[config.mk]
export PLATFORM = sky130hd
export DESIGN_NAME = mic_mem_if
export DESIGN_NICKNAME = d
export VERILOG_FILES = /design/src/rtl/mic_mem_if_pkg.sv /design/src/rtl/mic_mem_if_lane_sel.sv /design/src/rtl/mic_mem_if.sv
export SDC_FILE = /design/constraint.sdc
export NUM_CORES = 1
export LEC_CHECK = 0
export CORE_UTILIZATION = 44
export CTS_CLUSTER_SIZE = 25
export DETAILED_ROUTE_END_ITERATION = 8
export GPL_TIMING_DRIVEN = 1
export PLACE_DENSITY = 0.92
export REMOVE_ABC_BUFFERS = 1
export SLEW_MARGIN = 20
export SYNTH_ARGS = -nofsm -noshare
export SYNTH_HDL_FRONTEND = slang
export SYNTH_SLANG_ARGS = --single-unit
[constraint.sdc]
create_clock -name clk -period 2.7 [get_ports clk]
set_clock_uncertainty 0.2 [all_clocks]
set_input_delay 0.54 -clock clk [delete_from_list [all_inputs] [get_ports clk]]
set_output_delay 0.54 -clock clk [all_outputs]
set_load 0.02 [all_outputs]
[src/rtl/mic_mem_if_pkg.sv]
// Shared types for the Mic memory interface: access-FSM states, access kind,
// and the derivation of the fetch-lane index width.
package mic_mem_if_pkg;

  typedef enum logic [1:0] {IDLE, DATA, FETCH} mem_state_t;

  typedef enum logic {ACC_READ, ACC_WRITE} acc_kind_t;

  // Number of lane-select bits in a fetch address (0 when a word is one unit).
  function automatic int lane_bits(input int word, input int mbr_w);
    return (word / mbr_w > 1) ? $clog2(word / mbr_w) : 0;
  endfunction

endpackage

[src/rtl/mic_mem_if_lane_sel.sv]
// Combinational lane mux: picks one MBR_W-wide unit out of a memory word,
// lane 0 being the least-significant unit.
module mic_lane_sel #(
  parameter int WORD  = 32,
  parameter int MBR_W = 8,
  parameter int LSW   = 2
) (
  input  logic [WORD-1:0]  word,
  input  logic [LSW-1:0]   lane,
  output logic [MBR_W-1:0] unit
);

  localparam int NL = WORD / MBR_W;

  always_comb begin
    unit = '0;
    for (int i = 0; i < NL; i++) begin
      if (int'(lane) == i) unit = word[i*MBR_W +: MBR_W];
    end
  end

endmodule

[src/rtl/mic_mem_if.sv]
// Memory interface between the Mic datapath and a single-port word memory:
// serialises data (MAR/MDR) and byte-fetch (PC/MBR) accesses with a fixed wait.
//
// state | meaning
// IDLE  | port free, requests sampled
// DATA  | data read or write in progress, fetch may be queued behind it
// FETCH | fetch-unit read in progress
module mic_mem_if
  import mic_mem_if_pkg::*;
#(
  parameter int WORD        = 32,
  parameter int NBITS       = 12,
  parameter int MBR_W       = 8,
  parameter int WAIT_CYCLES = 1,
  localparam int LB         = lane_bits(WORD, MBR_W)
) (
  input  logic                  clk,
  input  logic                  reset,
  input  logic                  rd_req,
  input  logic                  wr_req,
  input  logic                  fetch_req,
  input  logic [NBITS-1:0]      mar_in,
  input  logic [WORD-1:0]       mdr_in,
  input  logic [NBITS+LB-1:0]   pc_in,
  input  logic [WORD-1:0]       mem_in,
  output logic [NBITS-1:0]      mem_addr,
  output logic [WORD-1:0]       mem_out,
  output logic                  write_enb,
  output logic [WORD-1:0]       mdr_out,
  output logic                  mdr_valid,
  output logic [MBR_W-1:0]      mbr_out,
  output logic                  mbr_valid,
  output logic                  stall
);

  localparam int LSW = (LB > 0) ? LB : 1;
  localparam int CW  = $clog2(WAIT_CYCLES + 1);
  localparam logic [CW-1:0] CNT_LAST = CW'(WAIT_CYCLES - 1);
  localparam logic [CW-1:0] CNT_DONE = CW'(WAIT_CYCLES);

  mem_state_t           state;
  acc_kind_t            kind;
  logic [CW-1:0]        cnt;
  logic                 fetch_pend;
  logic [NBITS+LB-1:0]  pc_q;
  logic [LSW-1:0]       lane_idx;
  logic [MBR_W-1:0]     lane_unit;

  if (LB > 0) begin : g_lane
    assign lane_idx = pc_q[LSW-1:0];
  end else begin : g_nolane
    assign lane_idx = '0;
  end

  mic_lane_sel #(
    .WORD  (WORD),
    .MBR_W (MBR_W),
    .LSW   (LSW)
  ) u_lane_sel (
    .word (mem_in),
    .lane (lane_idx),
    .unit (lane_unit)
  );

  always_ff @(posedge clk or negedge reset) begin
    if (!reset) begin
      state      <= IDLE;
      kind       <= ACC_READ;
      cnt        <= '0;
      fetch_pend <= 1'b0;
      pc_q       <= '0;
      mem_addr   <= '0;
      mem_out    <= '0;
      write_enb  <= 1'b0;
      mdr_out    <= '0;
      mdr_valid  <= 1'b0;
      mbr_out    <= '0;
      mbr_valid  <= 1'b0;
      stall      <= 1'b0;
    end else begin
      mdr_valid <= 1'b0;
      mbr_valid <= 1'b0;
      case (state)
        IDLE: begin
          write_enb <= 1'b0;
          stall     <= 1'b0;
          if (wr_req || rd_req) begin
            state      <= DATA;
            stall      <= 1'b1;
            cnt        <= '0;
            kind       <= wr_req ? ACC_WRITE : ACC_READ;
            mem_addr   <= mar_in;
            fetch_pend <= fetch_req;
            if (wr_req) begin
              mem_out   <= mdr_in;
              write_enb <= 1'b1;
            end
            if (fetch_req) pc_q <= pc_in;
          end else if (fetch_req) begin
            state    <= FETCH;
            stall    <= 1'b1;
            cnt      <= '0;
            pc_q     <= pc_in;
            mem_addr <= pc_in[NBITS+LB-1:LB];
          end
        end
        DATA: begin
          if (cnt == CNT_LAST) begin
            cnt       <= CNT_DONE;
            write_enb <= 1'b0;
            if (kind == ACC_READ) begin
              mdr_out   <= mem_in;
              mdr_valid <= 1'b1;
            end
            // A queued fetch follows immediately without a pass through IDLE.
            if (fetch_pend) begin
              state      <= FETCH;
              cnt        <= '0;
              fetch_pend <= 1'b0;
              mem_addr   <= pc_q[NBITS+LB-1:LB];
            end else begin
              state <= IDLE;
              stall <= 1'b0;
            end
          end else begin
            cnt <= cnt + CW'(1);
          end
        end
        FETCH: begin
          if (cnt == CNT_LAST) begin
            cnt       <= CNT_DONE;
            mbr_out   <= lane_unit;
            mbr_valid <= 1'b1;
            state     <= IDLE;
            stall     <= 1'b0;
          end else begin
            cnt <= cnt + CW'(1);
          end
        end
        default: begin
          state <= IDLE;
          stall <= 1'b0;
        end
      endcase
    end
  end

endmodule
## After elaboration in Yosys (flattened, before gate mapping)

Index checks and enable logic that the tools add are counted.

- Flip-flop bits (word level): 107
- Output and inout bits: 88

- Add/sub/neg operators: 1
- Eq/ne operators: 11
- Muxes and demuxes: 37
- Bitwise gates (word level): 2
- Reductions and logical operators: 16

Operators by type and width:

| operator | number |
|---|---|
| 12-bit two-way mux | 4 |
| 8-bit two-way mux | 4 |
| 12-bit case mux with 2 select lines | 1 |
| 1-bit two-way mux | 18 |
| 3-bit AND reduction | 5 |
| 2-bit two-way mux | 5 |
| 2-bit inequality test, second input constant | 5 |
| 2-bit AND reduction | 5 |
| 2-bit equality test, second input constant | 3 |
| 1-bit case mux with 3 select lines | 2 |
| 2-bit case mux with 3 select lines | 1 |
| 2-bit by 1-bit equality test with 1-bit output, second input constant | 2 |
| 2-bit logical NOT | 2 |
| 1-bit case mux with 2 select lines | 2 |
| 4-bit AND reduction | 1 |
| 3-bit inequality test, second input constant | 1 |
| 3-bit nonzero test | 1 |
| 1-bit NOT | 2 |
| 2-bit nonzero test | 1 |
| 1-bit adder, second input constant | 1 |
| 1-bit logical OR | 1 |

## Logic depth before layout (Yosys ltp)

- Word-level depth: 5
- Depth in mapped cells: 7
- Mapped depth without buffers: 5

## Cells and area by module

A second synthesis with hierarchy kept.

- Cell total of the unflattened synthesis: 316
- Area total of the unflattened synthesis: 4657.0 um^2

By module, submodules not included:

| module | times used | cells an instance | area each (um^2) | seq. area each (um^2) |
|---|---|---|---|---|
| mic_mem_if | 1 | 306 | 4460.5 | 2677.6 |
| mic_lane_sel | 1 | 10 | 196.4 | 0.0 |

## Worst setup path after synthesis

Ideal clock, no wire load.

- Kind: reg-to-reg
- Start point: reg state[1]
- End point: reg mdr_out[10]
- Arrival time: 1.583 ns
- Required time: 2.375 ns
- Path slack: 0.792 ns
- Cell stages (with the launch flop): 7
- Buffers on the path: 2
- Path through: dfrtp_1 > inv_1 > ha_1 > buf_2 > nor3b_2 > buf_4 > mux2_2

- Cells in the longest elaborated chain, start to end: 2

Ends and longest elaborated chain:

| element | line | text |
|---|---|---|
| start, declared | mic_mem_if.sv:41 | `mem_state_t state;` |
| start signal, assigned | mic_mem_if.sv:67 | `state <= IDLE;` |
| start signal, assigned | mic_mem_if.sv:88 | `state <= DATA;` |
| start signal, assigned | mic_mem_if.sv:100 | `state <= FETCH;` |
| 2-bit by 1-bit equality test with 1-bit output | mic_mem_if.sv:83 | `case (state)` |
| 3-bit AND reduction (no source line) | -- |  |
| end signal, assigned | mic_mem_if.sv:112 | `mdr_out <= mem_in;` |
| end, declared | mic_mem_if.sv:29 | `output logic [WORD-1:0] mdr_out,` |

No other way between the ends.
A chain may end at the register's enable or synchronous reset.

## Worst setup path in the final report

- Start point: reg state[1]
- End point: reg mdr_out[9]

Same word-level chain as after synthesis.

==> impl_results.md <==
- Status: completed
- Ys Warns: 0
- First-pass GRT wire length: between 15000 and 20000 um
- Fin worst setup slack: 0.433 ns
- Min-delay worst type: reg -> reg
- Fin. Hold Viols: 0
- Clock net sink count: between 100 and 150
- Crit Reg-Reg Startpoint: state[1]
- Met2 WL: ~6300 um
- Slew @ Worst Pin: approximately 0.9 ns
- Max clock buf depth: 2
- CTS Root Cell: clkbuf_8
- Clock period minus worst slack: 2.27 ns
- Core ar.: slightly above 10000 um^2
- Hold Path Cell Cnt: 1
- Min Hold Slack: about 0.3 ns
- Gpl congestion: between 0.7 and 0.8
- Register-to-register setup slack: around 0.43 ns
- Antenna violations before repair: 0
- Area grow syn2layout: 45.7%
- Die ar.: 11100 um^2
- Post-synth EDFFs: 0
- GRT Total Usage: a little over a fifth
- Metal1 wirelength: between 4000 and 5000 um
- Layout cell share with drive strength beyond 1: around a quarter
- Final instance area: ~6900 um^2
- Final WL: 11800 um
- Die H: around 110 um
- CTS tree: yes
- Peak Freq: around 0.44 GHz
- Most frequent cells in the layout: clkdlybuf4s50_1 (181), dfrtp_1 (107), mux2_2 (84)
- Drt first pass iters: 4
- Fin. max-slew vios: 0
- Vias: ~3500
- Slew margin rel.: slightly above 40%
- Met3 routed WL: between 800 and 900 um
- CP max FO: 33
- ANT cells: 0
- Synth Area per Inst: approximately 14 um^2
- Placed inst area: approximately 6700 um^2
- Hold endpoint: mdr_out[6]
- Fin crit share: around 84%
- Top routing layer used: met4
- Lkg Pwr: between 2 and 3 nW
- Total CTS buffers: 9
- Kind of critical path: reg -> reg
- Register-to-Register Path Depth: 5
- Post-route ant nets: 0
- Setup bufs post-CTS: 0
- Clk Latency, worst-skew pair: 0.36 ns
- Most common cell after layout, fill and taps aside: clkdlybuf4s50_1
- Largest net degree at the start of global routing: 44
- Port Buffers: roughly 180
- Total Nets Final: 610
- Sequential-to-total area share from yosys stat: a little under three fifths
- Synth Flop Type: dfrtp_1
- Crit. End Element: flip-flop
- Seq cells post-synth: roughly 110
- H-Tree Depth: 3
- FFs w/ async S/R, synth: between 90% and 100%
- Die width: around 110 um
- Synth top area share: 56.8%
- WL/cell: about 18 um
- GRT overflow: 0
- Initial core utilization: around 45%
- Cell Rows: 37
- Largest cells by area after synthesis: dfrtp_1 (57%), mux2_2 (20%), mux4_2 (3.8%), a32o_1 (2.5%), a211o_1 (2.2%)
- Yosys cell types: 33
- Endpoints failing setup: 0
- Fillers: ~760
- Syn Std Cell Area: between 4000 and 5000 um^2
- Hpwl dp: slightly below 9000 um
- Synth Instances: about 330
- Hold Startpoint: mdr_out[6]
- Final Core Density: between 60% and 70%
- Via density: between 5 and 6
- Setup crit start kind: flip-flop
- WP data arrival: roughly 2.3 ns
- WP data required: roughly 2.7 ns
- 1st-iter DRT viols: roughly 120
- Maxcap violations: 0
- CTS clk-pin slew, worst paths: roughly 0.11 ns
- # IOs: approximately 180
- Pwr Density: about 1200 nW/um^2
- Vias in the first global route: ~3800
- Reg2reg end: mdr_out[9]
- Setup Slack @ Placement: between 0.15 and 0.2 ns
- RSZ-0062 raised after global routing: false
- Worst vdd ir: roughly 0.72 mV
- Synth area leader: dfrtp_1
- Residual DRC: 0
==> sequential cells by signal (all words and copies together) (netlist names) <==
register,cells
fetch_pend,1
mdr_out,32
state,2
write_enb,1
pc_q,14
stall,1
mbr_valid,1
mem_addr,12
kind,1
mdr_valid,1
cnt,1
mbr_out,8
mem_out,32
==> logic make-up after synthesis <==
family / synth area share, %
flops: 56.8
fa+ha+maj: 0.797
compound gates: 10.1
simple gates: 2.97
buf+inv: 4.43
mux: 24.8
==> cells in the mapped netlist (3+ instances only) <==
master,n
mux2_1,3
nor2_1,6
a21oi_1,15
mux4_2,8
o21ai_0,4
buf_2,11
inv_1,17
o21a_1,13
a211o_1,12
nand2_1,6
nor2b_1,3
clkbuf_1,5
mux2_2,84
buf_4,6
a32o_1,12
ha_1,3
dfrtp_1,107
==> worst max-delay path, cell delays in order (launching register included) <==
cell and delay [ns]:
dfrtp_1 0.41, inv_1 0.10, ha_1 0.39, nor3b_4 0.24
buf_4 0.40, mux2_2 0.39
==> area by class of cell <==
| type | count | area (um^2) | share of cell area, % |
|---|---|---|---|
| multi-input combinational | 183 | 1830 | 26.7 |
| clock inverter | 6 | 48.8 | 0.711 |
| sequential | 107 | 2680 | 39.0 |
| inverter | 17 | 63.8 | 0.929 |
| tap | 136 | 170 | 2.48 |
| timing repair buffer | 194 | 1940 | 28.2 |
| clock buffer | 10 | 138 | 2.00 |
==> through the flow <==
step | cells | total power, mW | setup TNS, ns
6_report | 653 | 8.31 | 0
5_1_grt | 653 | 8.75 | 0
4_1_cts | 653 | 8.39 | 0
3_5_place_dp | 636 | 7.44 | 0
3_3_place_gp | 636 | 7.23 | 0
2_1_floorplan | 307 | 5.33 | -19.91
==> routing by layer <==
metal / GRT usage [%] / vias to the layer above
met5: 0 / -
met4: 8.75 / 0
met3: 7.36 / 32
met2: 38.5 / 135
met1: 23.5 / 1762
li1: - / 1553
==> worst max path at each step <==
stage	to	depth (start not counted)	startpoint
2_1_floorplan	mdr_out[0]	4	state[1]
3_3_place_gp	mem_addr[9]	4	rd_req
3_5_place_dp	mem_addr[3]	4	rd_req
4_1_cts	mdr_out[15]	5	state[1]
5_1_grt	mdr_out[29]	5	state[1]
6_report	mdr_out[9]	5	state[1]
==> what timing repair did <==
item	4_1_cts	5_1_grt
endpoints found under the setup margin	0	0
gates resized for setup	0	0
hold endpoints to repair	26	0
hold buffers	1	0
==> power by group <==
group	switching [mW]	internal, mW
sequential	0.515	2.42
clock	0.561	0.371
combinational	2.05	2.39
total	3.13	5.18
(Power assumes the default switching activity.)
==> variant 1: new RTL, same settings <==
`MBR_W` is set to 8 in 2 places; all go to 10.
--- a/src/rtl/mic_mem_if_lane_sel.sv
+++ b/src/rtl/mic_mem_if_lane_sel.sv
@@ -3,5 +3,5 @@
 module mic_lane_sel #(
   parameter int WORD  = 32,
-  parameter int MBR_W = 8,
+  parameter int MBR_W = 10,
   parameter int LSW   = 2
 ) (
--- a/src/rtl/mic_mem_if.sv
+++ b/src/rtl/mic_mem_if.sv
@@ -11,5 +11,5 @@
   parameter int WORD        = 32,
   parameter int NBITS       = 12,
-  parameter int MBR_W       = 8,
+  parameter int MBR_W       = 10,
   parameter int WAIT_CYCLES = 1,
   localparam int LB         = lane_bits(WORD, MBR_W)
Ports: changed (resized mbr_out); port bits go from 183 to 185. The function was not compared with the original's and may differ.
==> variant 1 against the original RTL <==
Synthesized area grew 1.5%. First-iteration DRC count down 11%. Non-clock buffer count is 3 higher. Wire length increased by 2.0%. Global-route usage up 0.68 points. Sequential cell count grew 2. Final area grew 1.6%. Worst setup slack improved by 0.017 ns. Count of clock-buffer cells in the layout up 1. Power grew 1.8%. Clock power up 5.7%. Critical path type is now input port to register. Highest routed layer unchanged.
==> variant 1: results (changes against the original RTL) <==
Routing
  • Total number of vias: 3,585 (was 3,482)
  • DR pass1 iterations: 4 (unchanged)
  • WL per Instance: 17.6 um (was 18.0 um)
  • DRT iter0 DRCs: 105 (was 118)

Final layout
  • Layout cell share with drive strength beyond 1: 19.9% (was 24.4%)
  • # diodes: 0 (unchanged)
  • Final #Nets: 641 (was 610)
  • Top Registers: mdr_out: 32 flops, mem_out: 32 flops, pc_q: 14 flops (unchanged)
  • # fillers: 796 (was 756)

Synthesis
  • Top FF cell, synth: dfrtp_1 (unchanged)
  • Synth top area cells: dfrtp_1, mux2_2, a32o_1, mux2i_1, a211o_1 (was dfrtp_1, mux2_2, mux4_2, a32o_1, a211o_1)
  • Synth async-reset ratio: 100% (unchanged)
  • Post-synth top cells: dfrtp_1, mux2_2, inv_1 (unchanged)
  • Register area share after synthesis: 57.0% (was 56.8%)
  • Synth warn: 0 (unchanged)
  • Distinct cells, synth: 34 (was 33)

Worst hold path
  • HP Start: mdr_out[7]$_DFFE_PN0P_ (was mdr_out[6]$_DFFE_PN0P_)
  • Hold WC Path Type: register to register (unchanged)

GRT
  • Vias in the first global route: 3,914 (was 3,823)
  • GRT Util Overall: 22.3% (was 21.7%)
  • Initial antenna violation count: 0 (unchanged)
  • First-pass GRT wire length: 19.5 mm (was 18.7 mm)
  • Largest net degree at the start of global routing: 55 (was 44)

Clocking
  • Worst-path clk slew: 0.10 ns
  • Total CTS buffers: 9 (unchanged)
  • # resized after CTS: 0 (unchanged)
  • CTS root buf: clkbuf_8 (unchanged)
  • Clk_lat worst skew: 0.37 ns
  • CTS max path bufs: 2 (unchanged)
  • CTS H-tree lvls: 3 (unchanged)

STA
  • Max-Slew Margin vs Limit: 42.5% (was 41.2%)
  • Tightest hold margin: 0.295 ns (was 0.301 ns)

Setup path
  • Critical path destination: mem_addr[2]$_DFFE_PN0P_ (was mdr_out[9]$_DFFE_PN0P_)
  • Largest stage delay on the critical path: 0.75 ns (was 0.41 ns)
  • Crit. Startpoint: rd_req (was state[1]$_DFFE_PN0P_)
  • Crit-path leading delay family: simple AND/OR/NAND/NOR gates (was buffers and inverters)
  • Arr. time, crit path: 2.36 ns (was 2.31 ns)
  • Worst path slowest cell: nor2_1 (was dfrtp_1)
  • Reg2reg setup slack: 0.54 ns (was 0.43 ns)
  • CP Max Fanout: 12 (was 33)
  • RR Startpoint: state[1]$_DFFE_PN0P_ (unchanged)
  • R2R depth: 5 (unchanged)
  • R2r endpoint: mem_addr[2]$_DFFE_PN0P_ (was mdr_out[9]$_DFFE_PN0P_)

Status
  • Status: complete, no violations (unchanged)

Power
  • Peak VDD IR: 0.616 mV (was 0.723 mV)
  • LEAKAGE: 2.99 nW (was 2.88 nW)

Placement
  • # port buffers: 184 (was 182)
  • Final Wtd Congestion: 0.827 (was 0.772)
  • Hpwl dp: 8.66 mm (was 8.83 mm)
[variant 1: cell count changes in the layout (fill, tap and decap cells not counted), sizes merged, moves of 2 or more]
cell / before / now
o21ai: 5 / 15
mux2: 87 / 79
dfrtp: 107 / 109
clkinvlp: 2 / 0
mux4: 8 / 0
mux2i: 1 / 11
a2bb2oi: 0 / 10
clkdlybuf4s50: 181 / 183
nand2: 6 / 16
[variant 1: per-stage QoR]
stage	setup slack [ns]	instance area (um2)	std cells	power, mW	util [%]
floorplan	-0.186	4640	335	5.41	-
global placement	0.269	6780	667	7.33	65.0
detailed placement	0.126	6780	667	7.52	65.0
CTS	0.510	6980	683	8.54	67.0
global route	0.369	6980	683	8.94	67.0
finish	0.450	6980	683	8.46	67.0
[variant 1: cell type report]
cell class / count / area share [%]
Sequential cell: 109 / 39.1
Timing Repair Buffer: 197 / 28.3
Multi-Input combinational cell: 208 / 26.4
Tap cell: 136 / 2.44
Clock buffer: 11 / 2.03
Inverter: 18 / 0.969
Clock inverter: 4 / 0.700
[variant 1: routing by layer]
layer,GRT usage [%],vias to the layer above,routed length (um)
met1,25.6,1776,4620
met2,39.4,135,6330
li1,-,1653,-
met3,7.97,21,860
met4,5.65,0,194
met5,0,-,0
[variant 1: worst min-delay path by stage]
stage | to | cells past startpoint
5_1_grt | mdr_out[12]$_DFFE_PN0P_ | 1
6_report | mdr_out[7]$_DFFE_PN0P_ | 1
2_1_floorplan | cnt$_DFFE_PN0P_ | 0
4_1_cts | mdr_out[7]$_DFFE_PN0P_ | 1
3_5_place_dp | mdr_out[7]$_DFFE_PN0P_ | 1
3_3_place_gp | mbr_out[0]$_DFFE_PN0P_ | 2
[variant 1: worst reg2reg max path: cells and delay by family, from the launching register on]
kind | cells | cell delay (ns)
buffers and inverters | 1 | 0.10
AND/OR/NAND/NOR | 2 | 0.74
adder cells (fa/ha/maj) | 1 | 0.39
AO/OA/AOI/OAI | 1 | 0.26
flip-flops | 1 | 0.40
[variant 1: logic make-up (layout without fill, tap and decap cells)]
group,after synthesis,count (layout),share of synthesized area (%)
flip-flops,109,109,57.0
AO/OA/AOI/OAI,82,82,12.9
buffers and inverters,44,230,4.42
AND/OR/NAND/NOR,33,33,3.98
adder cells (fa/ha/maj),3,3,0.785
multiplexers,90,90,20.9
[variant 1: timing repair]
item,CTS,global route
hold endpoints to repair,39,0
hold buffers,1,0
buffers inserted,0,0
[variant 1: where the power goes]
part / switching, mW / internal, mW / total, mW
combinational: 2.13 / 2.40 / 4.54
clock: 0.536 / 0.449 / 0.985
sequential: 0.488 / 2.45 / 2.94
==> variant 2: new RTL, same flow settings <==
Without the edit above. Reset style: synchronous (`reset`), changed in one clocked block.
--- a/src/rtl/mic_mem_if.sv
+++ b/src/rtl/mic_mem_if.sv
@@ -63,5 +63,5 @@
   );
 
-  always_ff @(posedge clk or negedge reset) begin
+  always_ff @(posedge clk) begin
     if (!reset) begin
       state      <= IDLE;
Formal check against the unedited RTL: differs if reset is asserted again (counterexample within 4 cycles, from zero or initial values and one cycle with reset low); with reset held inactive, the same outputs for 4 cycles.
==> variant 2 against the original RTL <==
Sequential cell count unchanged. Synthesized cell count increased by 62%. Cell count increased by 28%. Synthesized area decreased by 4.7%. Final area decreased by 4.5%. Die area decreased by 4.6%. Worst setup slack improved by 0.11 ns. Critical path depth unchanged. Wire length increased by 13%.
Power is not compared: it rests on default switching activity, and its combinational part moved more than twofold at a synthesized area within 25%.
==> variant 2: results (changes against the original RTL) <==
Setup path
  • Arr. time, crit path: 2.26 ns (was 2.31 ns)
  • Critical path destination: mbr_out[0]$_SDFFE_PN0P_ (was mdr_out[9]$_DFFE_PN0P_)
  • Worst path slowest cell: nor2b_1 (was dfrtp_1)
  • RR Startpoint: state[0]$_SDFFE_PN0P_ (was state[1]$_DFFE_PN0P_)

Placement
  • Setup WS pre-CTS: 0.270 ns (was 0.194 ns)

Routing
  • DRT iter0 DRCs: 175 (was 118)
  • Routed wl met3: 922 um (was 871 um)
  • Vias/cell: 5.31 (was 5.33)

Synthesis
  • Multiplexer share of the synthesized area: 6.94% (was 24.8%)
  • Count leader, synth: nand2_1 (was dfrtp_1)
  • Register area share after synthesis: 47.7% (was 56.8%)
  • Top FF cell, synth: dfxtp_1 (was dfrtp_1)
  • Synth Area in Adders: 1.11% (was 0.797%)
  • Synth top area cells: dfxtp_1, nand2_1, a21oi_1, mux4_2, a2111o_1 (was dfrtp_1, mux2_2, mux4_2, a32o_1, a211o_1)
  • Synth async-reset ratio: 0% (was 100%)

Die
  • Row count: 36 (was 37)

Final layout
  • # fillers: 796 (was 756)
  • Layout cell share with drive strength beyond 1: 6.12% (was 24.4%)
  • Final #Nets: 797 (was 610)

GRT
  • Vias in the first global route: 4,408 (was 3,823)
  • GRT met2 Usage: 43.8% (was 38.5%)
  • First-pass GRT wire length: 20.4 mm (was 18.7 mm)

Clocking
  • Worst-path clk slew: 0.09 ns (was 0.11 ns)

STA
  • Max-Slew Margin vs Limit: 51.3% (was 41.2%)

Worst hold path
  • Worst Hold End: mdr_out[21]$_SDFFE_PN0P_ (was mdr_out[6]$_DFFE_PN0P_)
  • HP Start: mdr_out[21]$_SDFFE_PN0P_ (was mdr_out[6]$_DFFE_PN0P_)

Status
  • Status: complete, no violations (unchanged)
variant 2: cell count changes in the layout (fill, tap and decap cells not counted), sizes merged, moves of 13 or more:
| cell | change |
|---|---|
| dfrtp | -107 |
| mux2 | -86 |
| nand2 | +174 |
| inv | -14 |
| dfxtp | +107 |
| a32o | -13 |
| a21oi | +70 |
variant 2: stage by stage:
stage                     cell area, um2  power [mW]  util [%]
after floorplan                     4270        2.38         -
after global placement              6380        2.89      65.0
after detailed placement            6380        2.94      65.0
after CTS                           6560        3.85      66.8
after global routing                6560        4.00      66.8
final                               6560        3.83      66.8
variant 2: area by class of cell:
class / instances / area [um2] / share of cell area, %
clock buffer: 10 / 138 / 2.10
inverter: 5 / 18.8 / 0.286
clock inverter: 6 / 41.3 / 0.630
multi-input combinational: 381 / 2120 / 32.3
timing repair buffer: 194 / 1940 / 29.5
sequential: 107 / 2140 / 32.7
tap: 133 / 166 / 2.54
